### config.mk
export PLATFORM = sky130hd
export DESIGN_NAME = mem_ext_arb_module
export DESIGN_NICKNAME = d
export VERILOG_FILES = /design/src/rtl/mem_ext_arb_module.sv
export SDC_FILE = /design/constraint.sdc
export NUM_CORES = 2
export LEC_CHECK = 0
export CORE_AREA = 10 10 592 594
export DETAILED_ROUTE_END_ITERATION = 12
export DIE_AREA = 0 0 602 604
export GPL_TIMING_DRIVEN = 0
export PLACE_DENSITY = 0.35
export SYNTH_ARGS = -nofsm -noshare
export SYNTH_HDL_FRONTEND = slang
export SYNTH_SLANG_ARGS = --single-unit
### constraint.sdc
create_clock -name clk -period 5 [get_ports clk]
set_clock_uncertainty 0.2 [all_clocks]
set_input_delay 0.75 -clock clk [delete_from_list [all_inputs] [get_ports clk]]
set_output_delay 0.75 -clock clk [all_outputs]
set_load 0.005 [all_outputs]
### src/rtl/mem_ext_arb_module.sv
// mem_ext_arb_module
//   Arbiter and sequencer for the single external memory port shared by the
//   MMU page-table walker (PTW), the ICACHE refill path and the DCACHE
//   refill / write-back path. One transaction is outstanding at a time.
//   Read beats are collected into a 4-beat line. Write-back lines are
//   streamed as 4 beats. The owning requester gets a one-cycle done pulse.
//
// Ports
//   clk, rst_n                    core clock, async active-low reset
//   i_flush                       core flush; kills in-flight reads (no done)
//   i_ptw_rden/raddr, o_ptw_done/dat   PTE read (1 beat, bits [31:0])
//   i_ic_rden/raddr, o_ic_done         ICACHE line refill
//   i_dc_rden/raddr, o_dc_rdone        DCACHE line refill
//   i_dc_wren/waddr/wdat, o_dc_wdone   DCACHE line write-back
//   o_line_dat                    assembled read line (beat 0 lowest)
//   o_ext_rden/wren/paddr/burst/mask, i_ext_rdy      burst command
//   o_ext_wdat, o_ext_burst_vld/start/end, i_ext_wrdy write beats
//   i_ext_rvld, i_ext_rdat        read beats
//   o_busy                        transaction in progress
module mem_ext_arb_module #(
  parameter int PADDR_W = 34,
  parameter int BEAT_W  = 128,
  localparam int LINE_W = 4 * BEAT_W
) (
  input  logic               clk,
  input  logic               rst_n,
  input  logic               i_flush,
  input  logic               i_ptw_rden,
  input  logic [PADDR_W-1:0] i_ptw_raddr,
  output logic               o_ptw_done,
  output logic [31:0]        o_ptw_dat,
  input  logic               i_ic_rden,
  input  logic [PADDR_W-1:0] i_ic_raddr,
  output logic               o_ic_done,
  input  logic               i_dc_rden,
  input  logic [PADDR_W-1:0] i_dc_raddr,
  input  logic               i_dc_wren,
  input  logic [PADDR_W-1:0] i_dc_waddr,
  input  logic [LINE_W-1:0]  i_dc_wdat,
  output logic               o_dc_rdone,
  output logic               o_dc_wdone,
  output logic [LINE_W-1:0]  o_line_dat,
  output logic               o_ext_rden,
  output logic               o_ext_wren,
  output logic [PADDR_W-1:0] o_ext_paddr,
  output logic [2:0]         o_ext_burst,
  output logic [15:0]        o_ext_mask,
  input  logic               i_ext_rdy,
  output logic [BEAT_W-1:0]  o_ext_wdat,
  output logic               o_ext_burst_vld,
  output logic               o_ext_burst_start,
  output logic               o_ext_burst_end,
  input  logic               i_ext_wrdy,
  input  logic               i_ext_rvld,
  input  logic [BEAT_W-1:0]  i_ext_rdat,
  output logic               o_busy
);

  typedef enum logic [4:0] {
    S_IDLE = 5'b00001,
    S_CMD  = 5'b00010,
    S_RD   = 5'b00100,
    S_WR   = 5'b01000,
    S_DONE = 5'b10000
  } state_e;

  typedef enum logic [1:0] {
    SRC_PTW = 2'd0,
    SRC_IC  = 2'd1,
    SRC_DCR = 2'd2,
    SRC_DCW = 2'd3
  } src_e;

  state_e                   state_q, state_d;
  src_e                     src_q, src_d;
  logic [1:0]               cnt_q, cnt_d;
  logic                     rr_q, rr_d;      // 0: IC wins a read tie, 1: DC wins
  logic                     kill_q, kill_d;
  logic [PADDR_W-1:0]       addr_q, addr_d;
  logic [2:0]               burst_q, burst_d;
  logic [3:0][BEAT_W-1:0]   wline_q, wline_d;
  logic [3:0][BEAT_W-1:0]   line_q;
  logic [31:0]              ptw_dat_q;
  logic                     beat_we;

  logic is_cmd, is_wr, is_done, is_read;
  assign is_cmd  = (state_q == S_CMD);
  assign is_wr   = (state_q == S_WR);
  assign is_done = (state_q == S_DONE);
  assign is_read = (src_q != SRC_DCW);

  // Cache-line requests are forced line-aligned; PTE addresses pass through.
  function automatic logic [PADDR_W-1:0] line_addr(input logic [PADDR_W-1:0] a);
    return {a[PADDR_W-1:6], 6'b0};
  endfunction

  // ---------------- state registers ----------------
  always_ff @(posedge clk or negedge rst_n) begin
    if (!rst_n) begin
      state_q <= S_IDLE;
      src_q   <= SRC_PTW;
      cnt_q   <= 2'd0;
      rr_q    <= 1'b0;
      kill_q  <= 1'b0;
      addr_q  <= '0;
      burst_q <= 3'd0;
      wline_q <= '0;
    end else begin
      state_q <= state_d;
      src_q   <= src_d;
      cnt_q   <= cnt_d;
      rr_q    <= rr_d;
      kill_q  <= kill_d;
      addr_q  <= addr_d;
      burst_q <= burst_d;
      wline_q <= wline_d;
    end
  end

  // ---------------- next state ----------------
  always_comb begin
    state_d = state_q;
    src_d   = src_q;
    cnt_d   = cnt_q;
    rr_d    = rr_q;
    kill_d  = kill_q;
    addr_d  = addr_q;
    burst_d = burst_q;
    wline_d = wline_q;
    beat_we = 1'b0;
    unique case (state_q)
      S_IDLE: begin
        // A flush in IDLE suppresses the grant for that cycle.
        if (!i_flush) begin
          if (i_ptw_rden) begin
            src_d   = SRC_PTW;
            addr_d  = i_ptw_raddr;
            burst_d = 3'd0;
            state_d = S_CMD;
          end else if (i_dc_wren) begin
            src_d   = SRC_DCW;
            addr_d  = line_addr(i_dc_waddr);
            burst_d = 3'd3;
            wline_d = i_dc_wdat;
            state_d = S_CMD;
          end else if (i_ic_rden && (!i_dc_rden || !rr_q)) begin
            src_d   = SRC_IC;
            addr_d  = line_addr(i_ic_raddr);
            burst_d = 3'd3;
            state_d = S_CMD;
            // Pointer only moves when the tie was actually contested.
            if (i_dc_rden) rr_d = 1'b1;
          end else if (i_dc_rden) begin
            src_d   = SRC_DCR;
            addr_d  = line_addr(i_dc_raddr);
            burst_d = 3'd3;
            state_d = S_CMD;
            if (i_ic_rden) rr_d = 1'b0;
          end
        end
      end
      S_CMD: begin
        if (i_ext_rdy) state_d = is_read ? S_RD : S_WR;
      end
      S_RD: begin
        if (i_ext_rvld) begin
          beat_we = 1'b1;
          if (cnt_q == burst_q[1:0]) begin
            cnt_d   = 2'd0;
            state_d = S_DONE;
          end else begin
            cnt_d = cnt_q + 2'd1;
          end
        end
      end
      S_WR: begin
        if (i_ext_wrdy) begin
          if (cnt_q == 2'd3) begin
            cnt_d   = 2'd0;
            state_d = S_DONE;
          end else begin
            cnt_d = cnt_q + 2'd1;
          end
        end
      end
      S_DONE: begin
        state_d = S_IDLE;
        kill_d  = 1'b0;
      end
      default: begin
        state_d = S_IDLE;
        cnt_d   = 2'd0;
        kill_d  = 1'b0;
      end
    endcase
    // Killed reads still run to completion on the bus so beats are drained;
    // only the done pulse is dropped. Write-backs are never killed.
    if (i_flush && is_read && (state_q == S_CMD || state_q == S_RD))
      kill_d = 1'b1;
  end

  // ---------------- read data capture ----------------
  always_ff @(posedge clk or negedge rst_n) begin
    if (!rst_n) begin
      line_q    <= '0;
      ptw_dat_q <= 32'd0;
    end else if (beat_we) begin
      if (src_q == SRC_PTW) begin
        if (cnt_q == 2'd0) ptw_dat_q <= i_ext_rdat[31:0];
      end else begin
        line_q[cnt_q] <= i_ext_rdat;
      end
    end
  end

  // ---------------- outputs ----------------
  // A flush arriving in the DONE cycle itself also suppresses the pulse.
  logic rd_done_ok;
  assign rd_done_ok = is_done && !kill_q && !i_flush;

  assign o_ptw_done  = rd_done_ok && (src_q == SRC_PTW);
  assign o_ic_done   = rd_done_ok && (src_q == SRC_IC);
  assign o_dc_rdone  = rd_done_ok && (src_q == SRC_DCR);
  assign o_dc_wdone  = is_done && (src_q == SRC_DCW);
  assign o_ptw_dat   = ptw_dat_q;
  assign o_line_dat  = line_q;

  assign o_ext_rden  = is_cmd && is_read;
  assign o_ext_wren  = is_cmd && !is_read;
  assign o_ext_paddr = is_cmd ? addr_q : '0;
  assign o_ext_burst = is_cmd ? burst_q : 3'd0;
  assign o_ext_mask  = 16'hFFFF;

  assign o_ext_burst_vld   = is_wr;
  assign o_ext_wdat        = is_wr ? wline_q[cnt_q] : '0;
  assign o_ext_burst_start = is_wr && (cnt_q == 2'd0);
  assign o_ext_burst_end   = is_wr && (cnt_q == 2'd3);

  assign o_busy = (state_q != S_IDLE);

endmodule

==> flow_summary.ini <==
[power]
irDropWorstVdd_mv = 0.238
p_switching_mw = 9.16
power_density_nw_per_um2 = 436
switching_share_pct = 29.1
p_comb_share_pct = 24.9
p_total_mw = 31.5
sequentialPowerShare_pct = 41.4
p_clk_share_pct = 33.7
p_leak_nw = 30.8
cellInternalPower_mw = 22.4

[place]
dp_cells = 9018
place_area_um2 = 67400
pre_cts_ws_ns = -0.351
dp_hpwl_mm = 219
routabilityCongestion = 0.822
io_buffers = 1485

[cells_and_area]
drive_above_1_share_pct = 33.8
fin_nets = 5426
finalNonFillerCells = 9317
final_cell_mix = 1482 x clkdlybuf4s50_1, 1101 x dfrtp_1, 1079 x mux2_2, 152 x clkbuf_16, 130 x and3_1
final_area_um2 = 72300
syn2layout_area_growth_pct = 55.4
layout_commonest_cell = clkdlybuf4s50_1
fin_util_pct = 21.4

[sta]
whs_ns = 0.295
worstMarginPinSlew_ns = 1.15
max_slew_margin_pct = 23.5
final.setup.tns_ns = 0
hold_violations = 0
final-setup-viol-count = 0
slew_viol_final = 0
min_period_ns = 4.78
fin_ws_ns = 0.223
rsz0062_at_grt = no
fmax_mhz = 209
period_share_pct = 95.5

[synthesis]
ys_seq_elements = 1102
ys_seq_area_share_pct = 59.3
syn_inst = 2971
synth_ff_type = dfrtp_1
synth.largest_area_cell = dfrtp_1
synth_area_um2 = 46500
synthTopCellsByArea = dfrtp_1 59%, mux2_2 26%, mux4_2 6.2%, and3_1 1.7%, buf_6 1.3%
ys.warnings.count = 0
synth_top_area_share_pct = 59.2
synth_edf_count = 0
async_reset_ff_share_pct = 100
ys_types = 43
synth_area_per_cell_um2 = 15.7

[die]
rows = 214
initial_core_util_pct = 13.7
io-pin-count = 1521
dieArea_um2 = 364000
die_width_um = 602
die_h_um = 604
core_area_um2 = 338000

[critical_path]
rrSetupSlack_ns = 0.88
path_cells = clkbuf_1, clkbuf_8, clkbuf_1, mux4_2, and3_1, clkdlybuf4s50_1
timing.rr.end = o_ptw_dat[18]
crit_arrival_ns = 3.83
reg2reg_depth = 8
path_class = register to primary output
critPathRequiredTime_ns = 4.05
crit_path_end_kind = primary output
worstSetupStartpointType = register
critPathMaxStageDelay_ns = 0.71
cp_common_cell = clkbuf_1
rr_startpoint = cnt_q[1]
crit_slowest_cell = clkbuf_1
cp_max_fo = 10

[grt]
gr-usage-all-layers_pct = 14.1
grt_pass1_vias = 35800
antenna_found_initial = 167
grt_pass1_wl_mm = 352
grt_max_degree = 149
grt.overflow.total = 0

[hold_path]
min_path_cells = 1
holdPathEnd = wline_q[270]
hp-class = register to register
hp-start = wline_q[270]

[drt]
firstDrtPassIters = 5
vias_per_cell = 3.55
drc = 0
wl_mm = 269
vias = 33100
antenna_left = 0
dr.first_iter.drc_count = 1356
wl_per_cell_um = 28.9

[clocking]
cts_num_sinks = 1102
clk_pin_slew_ns = 0.05
cts-htree-levels = 4
cts_tree = yes
cts_root_buffer = clkbuf_16
clk_path_buf_depth = 4
numCtsBuffers = 151
worstSkewPairLatency_ns = 0.81

[status]
status = complete, no violations

[run]
maxCapViolCount = 0
==> cells in the mapped netlist (all sizes together), types with 4 or more instances <==
cell type,count
nand3,12
o21ai,35
inv,43
a21oi,32
mux4,128
nor3,4
a31oi,28
nand2,40
buf,140
nor2b,4
and2,29
dfrtp,1101
and3,130
nor2,44
mux2,1088
clkbuf,79
ha,4
==> worst max path at each step <==
| stage | from | to | slack, ns | depth (start not counted) |
|---|---|---|---|---|
| final | cnt_q[1] | o_ext_wdat[68] | 0.22 | 6 |
| after global routing | state_q[3] | o_ext_rden | 0.02 | 6 |
| after CTS | cnt_q[1] | o_ext_wdat[68] | 0.01 | 6 |
| after detailed placement | cnt_q[0] | o_ptw_dat[16] | -0.35 | 8 |
| after global placement | rst_n | wline_q[331] | -54.26 | 1 |
| after floorplan | cnt_q[0] | o_ext_wdat[120] | 2.09 | 5 |
==> layout make-up <==
type / instances / area [um^2]
antenna: 40 / 100
sequential: 1102 / 27600
timing repair buffer: 1497 / 15200
multi-input combinational: 1622 / 17500
fill: 36300 / 266000
tap: 4536 / 5680
clock buffer: 225 / 4310
inverter: 43 / 161
buffer: 219 / 1440
clock inverter: 33 / 409
==> power groups by stage <==
stage               registers, mW  clock network (mW)  logic, mW
floorplan                    12.6                   0       4.30
global placement             13.4                   0       7.96
detailed placement           13.2                   0       8.11
CTS                          13.1                11.1       8.15
global route                 13.4                11.4       8.51
finish                       13.1                10.6       7.86
==> cells by family after synthesis <==
family	after synthesis	share of synthesized area, %
mux	1216	32.6
flops	1102	59.3
simple gates	278	3.36
buf+inv	262	3.29
compound gates	106	1.28
fa+ha+maj	4	0.108
other cells	2	0.0161
xor+xnor	1	0.0188
==> critical path: cells and delay by family, from the launching register on <==
family                 cells  cell delay, ns
buffers and inverters      4            2.04
muxes                      1            0.40
DFF                        1            0.37
and+or+nand+nor            1            0.19
==> layer usage <==
metal / share of wire [%] / global-route usage (%) / routed length, um / vias up
met4: 2.1 / 2.89 / 5770 / 162
met5: 0.39 / 0 / 1040 / -
met1: 36 / 14.9 / 97900 / 17100
li1: - / - / - / 14100
met3: 7.4 / 4.95 / 19900 / 442
met2: 54 / 26.9 / 145000 / 1193
==> what timing repair did <==
| item | 4_1_cts | 5_1_grt |
|---|---|---|
| hold buffers | 1 | 0 |
| endpoints found under the hold margin | 97 | 0 |
| setup endpoints to repair | 134 | 0 |
| gates resized for setup | 23 | 0 |
| buffers inserted | 0 | 0 |
==> state kept, by name, indices dropped and copies added (netlist names), 2 cells and up <==
name        count
addr_q         34
cnt_q           2
o_line_dat    512
o_ptw_dat      32
src_q           2
state_q         5
wline_q       512
(Power assumes the default switching activity.)
